==> config.mk <==
export PLATFORM = sky130hd
export DESIGN_NAME = clint_access
export DESIGN_NICKNAME = d
export VERILOG_FILES = /design/src/rtl/clint_access.sv
export SDC_FILE = /design/constraint.sdc
export NUM_CORES = 1
export LEC_CHECK = 0
export CAP_MARGIN = 25
export CORE_ASPECT_RATIO = 1.4
export CORE_UTILIZATION = 40
export DETAILED_ROUTE_END_ITERATION = 16
export PLACE_DENSITY = 0.75
export SLEW_MARGIN = 20
export SYNTH_ARGS = -nofsm -noshare
export SYNTH_HDL_FRONTEND = slang
export SYNTH_SLANG_ARGS = --single-unit
export TNS_END_PERCENT = 100
==> constraint.sdc <==
create_clock -name clock -period 18.3 [get_ports clock]
set_clock_uncertainty 0.15 [all_clocks]
set_input_delay 3.66 -clock clock [delete_from_list [all_inputs] [get_ports clock]]
set_output_delay 3.66 -clock clock [all_outputs]
set_load 0.03 [all_outputs]
==> src/rtl/clint_access.sv <==
// clint_access: turns 64-bit timer requests into ordered 32-bit CLINT bus transactions.
// Optional WAIT timeout is enabled by defining CLINT_ACCESS_TIMEOUT_EN.
module clint_access #(
    parameter logic [31:0] CLINT_BASE     = 32'h0200_0000,
    parameter int unsigned MAX_RETRY      = 3,
    parameter int unsigned TIMEOUT_CYCLES = 256
) (
    input  logic        clock,
    input  logic        reset,
    input  logic        req_valid,
    output logic        req_ready,
    input  logic        req_write,
    input  logic [1:0]  req_sel,
    input  logic [63:0] req_wdata,
    output logic        resp_valid,
    output logic [63:0] resp_rdata,
    output logic        resp_err,
    output logic        clint_valid,
    output logic        clint_instr,
    output logic [31:0] clint_addr,
    output logic [31:0] clint_wdata,
    output logic [3:0]  clint_wstrb,
    input  logic [31:0] clint_rdata,
    input  logic        clint_ready
);
    localparam logic [1:0]  SEL_MSIP     = 2'd0;
    localparam logic [1:0]  SEL_MTIME    = 2'd2;
    localparam logic [1:0]  SEL_BAD      = 2'd3;
    localparam logic [15:0] OFF_MSIP     = 16'h0000;
    localparam logic [15:0] OFF_CMP_LO   = 16'h4000;
    localparam logic [15:0] OFF_CMP_HI   = 16'h4004;
    localparam logic [15:0] OFF_MTIME_LO = 16'hBFF8;
    localparam logic [15:0] OFF_MTIME_HI = 16'hBFFC;
    localparam int unsigned TCW          = $clog2(TIMEOUT_CYCLES + 1);
    localparam logic [TCW-1:0] TCNT_MAX  = TCW'(TIMEOUT_CYCLES);

`ifdef CLINT_ACCESS_TIMEOUT_EN
    localparam logic TIMEOUT_EN = 1'b1;
`else
    localparam logic TIMEOUT_EN = 1'b0;
`endif

    typedef enum logic [1:0] {StIdle, StIssue, StWait, StDone} state_t;

    state_t          r_state, w_state_d;
    logic            r_write;
    logic [1:0]      r_sel;
    logic [63:0]     r_wdata;
    logic [1:0]      r_step;
    logic [3:0]      r_retry;
    logic [31:0]     r_hi1;
    logic [31:0]     r_lo;
    logic [63:0]     r_rdata;
    logic            r_err;
    logic [TCW-1:0]  r_tcnt;

    logic            w_rd64;
    logic [1:0]      w_last_step;
    logic            w_last;
    logic            w_hi_diff;
    logic            w_retry_ok;
    logic            w_timeout;
    logic [15:0]     w_off;
    logic [31:0]     w_wdat;
    logic            w_bus_act;

    assign w_rd64      = !r_write && (r_sel != SEL_MSIP);
    assign w_last_step = (r_sel == SEL_MSIP) ? 2'd0 :
                         (r_write && r_sel == SEL_MTIME) ? 2'd1 : 2'd2;
    assign w_last      = (r_step == w_last_step);
    assign w_hi_diff   = (clint_rdata != r_hi1);
    assign w_retry_ok  = ({28'b0, r_retry} < MAX_RETRY);
    assign w_timeout   = TIMEOUT_EN && (r_tcnt == TCNT_MAX);
    assign w_bus_act   = (r_state == StIssue) || (r_state == StWait);

    // Address and write word of the current step; held stable through WAIT.
    always_comb begin
        w_off  = OFF_MSIP;
        w_wdat = 32'h0;
        if (r_sel == SEL_MSIP) begin
            w_wdat = {31'b0, r_wdata[0]};
        end else if (r_write && r_sel == SEL_MTIME) begin
            w_off  = (r_step == 2'd0) ? OFF_MTIME_LO : OFF_MTIME_HI;
            w_wdat = (r_step == 2'd0) ? r_wdata[31:0] : r_wdata[63:32];
        end else if (r_write) begin
            case (r_step)
                2'd0:    begin w_off = OFF_CMP_LO; w_wdat = 32'hFFFF_FFFF;   end
                2'd1:    begin w_off = OFF_CMP_HI; w_wdat = r_wdata[63:32]; end
                default: begin w_off = OFF_CMP_LO; w_wdat = r_wdata[31:0];  end
            endcase
        end else if (r_step == 2'd1) begin
            w_off = (r_sel == SEL_MTIME) ? OFF_MTIME_LO : OFF_CMP_LO;
        end else begin
            w_off = (r_sel == SEL_MTIME) ? OFF_MTIME_HI : OFF_CMP_HI;
        end
    end

    always_comb begin
        w_state_d   = r_state;
        req_ready   = 1'b0;
        resp_valid  = 1'b0;
        resp_rdata  = 64'h0;
        resp_err    = 1'b0;
        clint_valid = 1'b0;
        clint_instr = 1'b0;
        clint_addr  = 32'h0;
        clint_wdata = 32'h0;
        clint_wstrb = 4'h0;
        if (w_bus_act) begin
            clint_addr  = CLINT_BASE + {16'h0, w_off};
            clint_wdata = r_write ? w_wdat : 32'h0;
            clint_wstrb = r_write ? 4'hF : 4'h0;
        end
        case (r_state)
            StIdle: begin
                req_ready = 1'b1;
                if (req_valid) w_state_d = (req_sel == SEL_BAD) ? StDone : StIssue;
            end
            StIssue: begin
                clint_valid = 1'b1;
                w_state_d   = StWait;
            end
            StWait: begin
                if (clint_ready) begin
                    if (!w_last || (w_rd64 && w_hi_diff && w_retry_ok)) w_state_d = StIssue;
                    else w_state_d = StDone;
                end else if (w_timeout) begin
                    w_state_d = StDone;
                end
            end
            default: begin
                resp_valid = 1'b1;
                resp_rdata = r_rdata;
                resp_err   = r_err;
                w_state_d  = StIdle;
            end
        endcase
    end

    always_ff @(posedge clock or posedge reset) begin
        if (reset) r_state <= StIdle;
        else       r_state <= w_state_d;
    end

    always_ff @(posedge clock or posedge reset) begin
        if (reset) begin
            r_write <= 1'b0;
            r_sel   <= 2'd0;
            r_wdata <= 64'h0;
            r_step  <= 2'd0;
            r_retry <= 4'd0;
            r_hi1   <= 32'h0;
            r_lo    <= 32'h0;
            r_rdata <= 64'h0;
            r_err   <= 1'b0;
            r_tcnt  <= '0;
        end else begin
            case (r_state)
                StIdle: begin
                    r_tcnt <= '0;
                    if (req_valid) begin
                        r_write <= req_write;
                        r_sel   <= req_sel;
                        r_wdata <= req_wdata;
                        r_step  <= 2'd0;
                        r_retry <= 4'd0;
                        r_rdata <= 64'h0;
                        r_err   <= (req_sel == SEL_BAD);
                    end
                end
                StIssue: r_tcnt <= '0;
                StWait: begin
                    if (clint_ready) begin
                        if (!r_write && r_step == 2'd0) r_hi1 <= clint_rdata;
                        if (!r_write && r_step == 2'd1) r_lo  <= clint_rdata;
                        if (!w_last) begin
                            r_step <= r_step + 2'd1;
                        end else if (w_rd64) begin
                            r_rdata <= {clint_rdata, r_lo};
                            if (w_hi_diff) begin
                                if (w_retry_ok) begin
                                    r_retry <= r_retry + 4'd1;
                                    r_step  <= 2'd0;
                                end else begin
                                    r_err <= 1'b1;
                                end
                            end
                        end else if (!r_write) begin
                            r_rdata <= {32'h0, clint_rdata};
                        end
                    end else begin
                        r_tcnt <= r_tcnt + TCW'(1);
                        if (w_timeout) begin
                            r_err   <= 1'b1;
                            r_rdata <= 64'h0;
                        end
                    end
                end
                default: ;
            endcase
        end
    end
endmodule

==> flow_summary.ini <==
[timing]
period_needed_ns = 6.85
min_period_over_period = 0.375
tightest_slew_ns = 0.942
hold_viol_final = 0
setup_violations = 0
slew_viol_final = 0
max_freq_mhz = 146
final.setup.tns_ns = 0
timing.slew.headroom = 0.372
rsz0062_at_grt = false

[clock_tree]
clock-sinks = 204
insertion_delay_ns = 0.49
cts.clk_slew.worst_paths_ns = 0.07
clockBufferDepth = 3
h-tree-depth = 1
ctsHoldBuffers = 0
ctsRootBufferMaster = clkbuf_16
cts_tree = yes
cts_resized = 0
postCtsSetupBuffers = 0
cts_made_buffers = 21

[drt]
ant_nets = 0
dr_total_vias = 7043
totalWireLength_um = 24200
dr.pass1.iters = 4
drt-wirelength-per-cell_um = 17.9
viasPerCell = 5.21
drc = 0
drt-initial-drc-count = 254

[logic_synthesis]
synth_top_area_cell = dfrtp_1
synth_edf_count = 0
post_synth_num_cell_types = 51
syn_inst = 844
ys.flop_type = dfrtp_1
ys_ff_latch = 204
async_flop_share = 1.00
yosysWarningCount = 0
synth_top_area_frac = 0.518
syn_area_per_cell_um2 = 11.7
syn-cell-area_um2 = 9860
yosysSeqAreaShare = 0.518
synth.area.top_cells = dfrtp_1, mux2_2, a221oi_2

[global_routing]
met1_usage = 0.244
globalRoute.busiestLayer = met2
overflow = 0
track_usage = 0.194
grt_pass1_wl_um = 38900
antenna_found_initial = 0
grtUsageMet2 = 0.337
met3_usage = 0.0330
grt_pass1_vias = 7082
grt_max_degree = 133

[run]
cap_violations = 0

[setup_path]
cp.required_ns = 14.49
crit_arrival_ns = 3.04
r2r_cells = 8
endpoint_kind = primary output
critical_path.max_fanout = 21
start_kind = flip-flop
worstSetupPathType = reg2out
rrSetupSlack_ns = 15.20
r2r_end = r_rdata[29]$_DFFE_PP0P_
r2r-start = r_state[0]$_DFFE_PP0P_

[hold_path]
hp-start = r_rdata[55]$_DFFE_PP0P_
holdPathStages = 2
worstHoldEndpoint = r_rdata[55]$_DFFE_PP0P_
min_path_type = reg2reg

[power]
p_int_mw = 1.43
finalPower_mw = 2.32
swShare = 0.386
p_sw_mw = 0.897
p_leak_nw = 5.63
comb_power_share = 0.472
p_clk_frac = 0.195
power_frac_seq = 0.332
power.density_nw_per_um2 = 180
peakVddDrop_v = 0.000104

[finish]
drive_gt1_frac = 0.239
diodes = 0
nets = 1141
mostFrequentLayoutCells = clkdlybuf4s50_1, dfrtp_1, mux2_2, nor2_1, nand2_1
syn_to_final_growth_pct = 31.1
layout_commonest_cell = clkdlybuf4s50_1

[die]
core_um2 = 24100
core.rowCount = 67
io_pins = 240
initial_core_util = 0.410
die_w_um = 135
dieArea_um2 = 25300
die_h_um = 188

[placement]
dpl.hpwl_um = 16300
port_buffers = 221
gp_congestion = 0.816

[status]
status = finished, final reports clean
synth_stat cells, types with 2 or more instances:
cell,instances
buf_6,3
o221a_2,31
buf_1,2
buf_4,35
o21ai_0,5
a221oi_1,4
nand2_1,72
mux2_2,131
clkbuf_1,33
inv_1,10
xnor2_1,31
nand3_1,38
buf_2,13
a221oi_2,28
o21a_1,2
a31oi_1,3
ha_1,8
nand4_1,8
nor2_1,73
dfrtp_1,204
nand2b_1,2
and2_1,67
a21oi_1,6
nor3_1,8
worst max-delay path, cell delays in order (launching register included):
cell             delay (ns)
dfrtp_1                0.40
inv_1                  0.08
ha_1                   0.37
nand2_1                0.13
nor2_2                 0.41
buf_6                  0.27
o221a_2                0.22
clkdlybuf4s50_1        0.66
registers in the layout, indices dropped and copies added (netlist names):
name,cells
r_retry,4
r_hi1,32
r_step,2
r_rdata,64
r_sel,2
r_err,1
r_wdata,64
r_lo,32
r_state,2
r_write,1
kinds of logic after synthesis:
logic type,Yosys count,synth area share
compound gates,91,0.102
xor+xnor,32,0.0284
fa+ha+maj,8,0.0102
buf+inv,97,0.0542
flops,204,0.518
mux,133,0.152
other cells,1,0.000380
simple gates,278,0.135
stage by stage:
step,util,hold WS (ns),setup WS (ns),instance area (um2),instances
final,0.537,0.309,11.45,12900,1352
after CTS,0.536,0.313,11.45,12900,1351
after global placement,0.505,0.292,11.70,12100,1314
after global routing,0.537,0.330,11.27,12900,1352
after detailed placement,0.506,0.298,11.99,12200,1316
after floorplan,-,0.280,8.92,9920,861
area by class of cell:
| type | count | area, um2 |
|---|---|---|
| flip-flops and latches | 204 | 5100 |
| inverters | 11 | 48.8 |
| multi-input cells | 560 | 4330 |
| clock inverters | 9 | 173 |
| well taps | 310 | 388 |
| repair buffers | 232 | 2340 |
| fillers | 2116 | 11100 |
| clock buffers | 26 | 544 |
power groups by stage:
stage	Clock (mW)	Sequential, mW	Combinational [mW]
floorplan	0	0.740	0.825
finish	0.454	0.773	1.10
CTS	0.469	0.772	1.11
global placement	0	0.772	1.07
global route	0.486	0.797	1.19
detailed placement	0	0.780	1.11
worst max path at each step:
stage | startpoint | endpoint | slack, ns | depth (start not counted)
finish | r_state[0]$_DFFE_PP0P_ | clint_wdata[25] | 11.45 | 7
global route | r_state[1]$_DFFE_PP0P_ | clint_wdata[19] | 11.27 | 7
CTS | r_state[1]$_DFFE_PP0P_ | clint_wdata[14] | 11.45 | 7
detailed placement | r_state[0]$_DFFE_PP0P_ | clint_wdata[14] | 11.99 | 7
global placement | r_state[0]$_DFFE_PP0P_ | clint_wdata[24] | 11.70 | 6
floorplan | reset | r_err$_DFFE_PP0P_ | 8.92 | 1
layer usage:
metal  routed length, um  vias up
met1               10300     3510
li1                    -     3269
met4                 570        0
met3                1360       39
met2               12000      225
met5                   0        -
Power figures use the tool's default switching activity.
